**config.mk**
```make
export PLATFORM = sky130hd
export DESIGN_NAME = and4gate_bist_ctrl_flat
export DESIGN_NICKNAME = d
export VERILOG_FILES = /design/src/rtl/and4gate_bist_ctrl_if.sv /design/src/rtl/and4gate_bist_ctrl.sv /design/src/flat_wrapper.sv
export SDC_FILE = /design/constraint.sdc
export NUM_CORES = 1
export LEC_CHECK = 0
export ABC_AREA = 1
export BUFFER_PORTS_ARGS = -buffer_cell sky130_fd_sc_hd__clkbuf_2
export CAP_MARGIN = 20
export CORE_MARGIN = 3
export CORE_UTILIZATION = 55
export DETAILED_ROUTE_END_ITERATION = 12
export PLACE_DENSITY = 0.78
export RECOVER_POWER = 25
export SYNTH_ARGS = -nofsm -noshare
export SYNTH_HDL_FRONTEND = slang
export SYNTH_SLANG_ARGS = --single-unit
```
**constraint.sdc**
```tcl
create_clock -name clk -period 2.3 [get_ports clk]
set_input_delay 0.23 -clock clk [delete_from_list [all_inputs] [get_ports clk]]
set_output_delay 0.23 -clock clk [all_outputs]
set_load 0.01 [all_outputs]
```
**src/rtl/and4gate_bist_ctrl_if.sv**
```systemverilog
// Bundle between the AND4 BIST sequencer and its host:
// run control, gate stimulus/response and the result registers.
interface and4gate_bist_ctrl_if;
  logic       start;
  logic       abort;
  logic       f_in;
  logic       a;
  logic       b;
  logic       c;
  logic       d;
  logic       busy;
  logic       done;
  logic       pass;
  logic [4:0] err_count;
  logic       fail_valid;
  logic [3:0] first_fail_vec;

  modport master (
    output start, abort, f_in,
    input  a, b, c, d, busy, done, pass,
    input  err_count, fail_valid, first_fail_vec
  );

  modport slave (
    input  start, abort, f_in,
    output a, b, c, d, busy, done, pass,
    output err_count, fail_valid, first_fail_vec
  );
endinterface

```
**src/rtl/and4gate_bist_ctrl.sv**
```systemverilog
// Exhaustive self-test sequencer for a 4-input AND gate:
// steps 16 vectors, checks f_in after a settle time, logs errors.
module and4gate_bist_ctrl #(
  parameter int SETTLE_CYCLES = 2
) (
  input  logic                        clk,
  input  logic                        rst_n,
  and4gate_bist_ctrl_if.slave         bist
);

  localparam logic [1:0] S_IDLE   = 2'd0;
  localparam logic [1:0] S_SETTLE = 2'd1;
  localparam logic [1:0] S_CHECK  = 2'd2;
  localparam logic [1:0] S_DONE   = 2'd3;

  localparam logic [3:0] LP_LAST = 4'(SETTLE_CYCLES - 1);

  logic [1:0] r_state;
  logic [3:0] r_vec;
  logic [3:0] r_cnt;
  logic [4:0] r_err;
  logic       r_pass;
  logic       r_fv;
  logic [3:0] r_ffv;

  logic       w_drive;
  logic       w_mis;
  logic [4:0] w_err_nxt;

  assign w_drive   = (r_state == S_SETTLE) || (r_state == S_CHECK);
  assign w_mis     = bist.f_in != (&r_vec);
  assign w_err_nxt = r_err + {4'd0, w_mis};

  always_ff @(posedge clk or negedge rst_n) begin
    if (!rst_n) begin
      r_state <= S_IDLE;
      r_vec   <= 4'd0;
      r_cnt   <= 4'd0;
      r_err   <= 5'd0;
      r_pass  <= 1'b0;
      r_fv    <= 1'b0;
      r_ffv   <= 4'd0;
    end else begin
      unique case (r_state)
        S_IDLE: begin
          if (bist.start) begin
            r_state <= S_SETTLE;
            r_vec   <= 4'd0;
            r_cnt   <= 4'd0;
            r_err   <= 5'd0;
            r_pass  <= 1'b0;
            r_fv    <= 1'b0;
            r_ffv   <= 4'd0;
          end
        end
        S_SETTLE: begin
          if (bist.abort) begin
            r_state <= S_IDLE;
            r_pass  <= 1'b0;
          end else if (r_cnt == LP_LAST) begin
            r_state <= S_CHECK;
            r_cnt   <= 4'd0;
          end else begin
            r_cnt <= r_cnt + 4'd1;
          end
        end
        S_CHECK: begin
          if (bist.abort) begin
            r_state <= S_IDLE;
            r_pass  <= 1'b0;
          end else begin
            r_err <= w_err_nxt;
            if (w_mis && !r_fv) begin
              r_fv  <= 1'b1;
              r_ffv <= r_vec;
            end
            // verdict lands with the done pulse, so use the post-check count
            if (r_vec == 4'hF) begin
              r_state <= S_DONE;
              r_pass  <= (w_err_nxt == 5'd0);
            end else begin
              r_state <= S_SETTLE;
              r_vec   <= r_vec + 4'd1;
            end
          end
        end
        S_DONE: begin
          r_state <= S_IDLE;
          r_vec   <= 4'd0;
        end
        default: r_state <= S_IDLE;
      endcase
    end
  end

  assign bist.a              = w_drive & r_vec[3];
  assign bist.b              = w_drive & r_vec[2];
  assign bist.c              = w_drive & r_vec[1];
  assign bist.d              = w_drive & r_vec[0];
  assign bist.busy           = w_drive;
  assign bist.done           = (r_state == S_DONE);
  assign bist.pass           = r_pass;
  assign bist.err_count      = r_err;
  assign bist.fail_valid     = r_fv;
  assign bist.first_fail_vec = r_ffv;

endmodule

```
**src/flat_wrapper.sv**
```systemverilog
// flat-port wrapper written by rule: the top's interface ports become plain ports
module and4gate_bist_ctrl_flat 
#(
  parameter int SETTLE_CYCLES = 2
)
  (clk, rst_n, bist_start, bist_abort, bist_f_in, bist_a, bist_b, bist_c, bist_d, bist_busy, bist_done, bist_pass, bist_err_count, bist_fail_valid, bist_first_fail_vec);
  and4gate_bist_ctrl_if bist_i ();
  input  logic clk;
  input  logic rst_n;
  input wire logic [$bits(bist_i.start)-1:0] bist_start;
  input wire logic [$bits(bist_i.abort)-1:0] bist_abort;
  input wire logic [$bits(bist_i.f_in)-1:0] bist_f_in;
  output wire logic [$bits(bist_i.a)-1:0] bist_a;
  output wire logic [$bits(bist_i.b)-1:0] bist_b;
  output wire logic [$bits(bist_i.c)-1:0] bist_c;
  output wire logic [$bits(bist_i.d)-1:0] bist_d;
  output wire logic [$bits(bist_i.busy)-1:0] bist_busy;
  output wire logic [$bits(bist_i.done)-1:0] bist_done;
  output wire logic [$bits(bist_i.pass)-1:0] bist_pass;
  output wire logic [$bits(bist_i.err_count)-1:0] bist_err_count;
  output wire logic [$bits(bist_i.fail_valid)-1:0] bist_fail_valid;
  output wire logic [$bits(bist_i.first_fail_vec)-1:0] bist_first_fail_vec;
  assign bist_i.start = bist_start;
  assign bist_i.abort = bist_abort;
  assign bist_i.f_in = bist_f_in;
  assign bist_a = bist_i.a;
  assign bist_b = bist_i.b;
  assign bist_c = bist_i.c;
  assign bist_d = bist_i.d;
  assign bist_busy = bist_i.busy;
  assign bist_done = bist_i.done;
  assign bist_pass = bist_i.pass;
  assign bist_err_count = bist_i.err_count;
  assign bist_fail_valid = bist_i.fail_valid;
  assign bist_first_fail_vec = bist_i.first_fail_vec;
  and4gate_bist_ctrl #(.SETTLE_CYCLES(SETTLE_CYCLES)) u_core (.clk(clk), .rst_n(rst_n), .bist(bist_i));
endmodule
```
==> out/results.tsv <==
metric	value	unit
fin_nets	205	
dpl_cell_area	1450	µm²
port_buffers	21	
startpoint_type	flop	
slew_headroom	21.8	%
worst-setup-path-type	flop to flop	
antenna_left	0	
antenna_found_initial	0	
ys_ff_latch	21	
ys_seq_area_share	39.7	%
cts_tree	yes	
synth_cell_types	24	
critPathTopFamily	adder cells	
gp_congestion	0.852	
slew_viol_final	0	
drtIter0Drc	12	
post-dp-hpwl	2000	µm
grtUsageTotal	19.7	%
p_per_area	913	nW/µm²
ioPinCount	22	
cts-root-buf	clkbuf_4	
cts_buffers	3	
tightest_slew	1170	ps
grt_overflow	0	
core_area	2250	µm²
clk_latency	300	ps
diodes	0	
hold_path_class	input port to flop	
grt_pass1_wl	4430	µm
syn_area	1330	µm²
cp_cell_sequence	ha_1, nand3_2, nand2_1, and2_1, ha_1, ha_1, nand3_1, xor2_1, nor2_1, nand2_1, nand2_1	
fmax	0.492	GHz
path_max_fanout	5	
syn_avg_cell_area	8.03	µm²
fin_crit_sh	88.4	%
finalCoreUtilization	65.8	%
setup_tns	0	ps
synth-edff-count	0	
stdcell_area	1480	µm²
avgRoutedWirePerCell	11.7	µm
cap_violations	0	
ir_worst_vdd	0.815	mV
fin_skew	1.33	ps
dieArea	3030	µm²
cpPeakStageDelay	460	ps
area_growth	12.0	%
yosysWarnings	0	
fp-row-count	17	
dp_cells	212	
vias	1110	
synthCells	165	
syn_nets	180	
path_clk_slew	120	ps
place_ws	277	ps
critical_path_buf_inv_count	0	
required	2510	ps
fin_crit	2030	ps
leakage	0.846	nW
drive_above_1_share	22.2	%
initial_utilization	58.8	%
cp.arrival	2240	ps
synthFlopType	dfrtp_1	
critPathSlowestCell	dfrtp_1	
die_height	55.1	µm
grt_setup_unrepaired	no	
first_pass_iters	4	
grt_pass1_vias	1025	
regToRegSetupSlack	270	ps
holdWs	298	ps
hold_viol_final	0	
worstSetupEndpointType	flop	
grt_start_max_net_pins	22	
p_total	1.35	mW
viasPerCell	5.12	
cts_max_path_buffers	2	
setup_viol	0	
drcViolationCount	0	
htreeDepth	1	
cts.sink_count	21	
worst_slack	266	ps
stdcell_count	217	
wl	2530	µm
outcome	finished clean	
die_width	55.1	µm
cts-resized-gates	0	
async_reset_ff_share	100	%
==> worst paths after layout <==
kind / start / to / cells after the start
max: u_core.r_vec[0]$_DFFE_PN0P_ / u_core.bist.pass$_DFFE_PN0P_ / 11
max reg2reg: u_core.r_vec[0]$_DFFE_PN0P_ / u_core.bist.pass$_DFFE_PN0P_ / 11
min in group asynchronous: rst_n / u_core.r_cnt[2]$_DFFE_PN0P_ / 2
min: bist_abort / u_core.r_state[1]$_DFFE_PN0P_ / 4
max in group asynchronous: rst_n / u_core.bist.first_fail_vec[0]$_DFFE_PN0P_ / 2
min reg2reg: u_core.bist.first_fail_vec[1]$_DFFE_PN0P_ / u_core.bist.first_fail_vec[1]$_DFFE_PN0P_ / 2
==> per-layer routing <==
layer	wire length [µm]	part of all wire [%]	global-route usage, %	vias to the layer above
met5	0	0	0	-
met4	13	0.51	4.86	0
met3	108	4.3	3.49	2
met2	1170	46	31.9	25
met1	1240	49	27.2	520
li1	-	-	-	563
==> timing repair <==
item                                   CTS  global route
endpoints found under the hold margin   21             0
setup buffers                            0             0
hold buffers                             1             0
==> synth_stat cells, types with 2 or more instances <==
cell type	count	area (µm²)
nand2_1	50	188
dfrtp_1	21	526
inv_1	16	60.1
nand3_1	16	80.1
ha_1	10	125
nor2_1	10	37.5
inv_2	7	26.3
o21ai_1	7	35.0
xor2_1	5	43.8
nor2_4	3	33.8
o21ai_0	3	15.0
mux2i_1	2	20.0
nand2_4	2	22.5
nand3_2	2	20.0
xnor2_1	2	17.5
==> area by class of cell <==
cell class	count	area, µm²
sequential	21	526
inverter	24	92.6
tap	28	35.0
clock buffer	4	26.3
timing repair buffer	22	114
fill	205	771
multi-input combinational	118	691
==> tightest hold or removal path, cell delays in order <==
cell and delay (ps):
clkbuf_2 120, inv_2 70, nand3_1 90, o21ai_1 60
==> cells in the final DEF, fill, tap and decap left out, types with 3 or more instances in the layout <==
master | synthesis | routed
nand2_1 | 50 | 50
xor2_1 | 5 | 5
inv_2 | 7 | 7
clkbuf_2 | 0 | 20
o21ai_0 | 3 | 3
nor2_4 | 3 | 3
dfrtp_1 | 21 | 21
ha_1 | 10 | 10
nor2_1 | 10 | 10
clkbuf_4 | 0 | 3
nand3_1 | 16 | 16
inv_1 | 16 | 16
o21ai_1 | 7 | 7
==> where the power goes <==
| group | internal, mW | switching (mW) |
|---|---|---|
| combinational | 0.223 | 0.472 |
| sequential | 0.419 | 0.0590 |
| clock | 0.0675 | 0.115 |
==> flip-flops by register name (all words and copies together), names as in the netlist <==
register,count
u_core.r_cnt,4
u_core.bist.pass,1
u_core.bist.err_count,5
u_core.r_state,2
u_core.bist.first_fail_vec,4
u_core.bist.fail_valid,1
u_core.r_vec,4
==> cells by family after synthesis <==
logic type,Yosys count,share of synthesized area [%]
compound gates,13,6.33
mux,2,1.51
simple gates,86,30.2
xor+xnor,7,4.63
buf+inv,26,8.22
fa+ha+maj,10,9.44
flops,21,39.7
No activity file was read; power rests on OpenSTA's default activity.
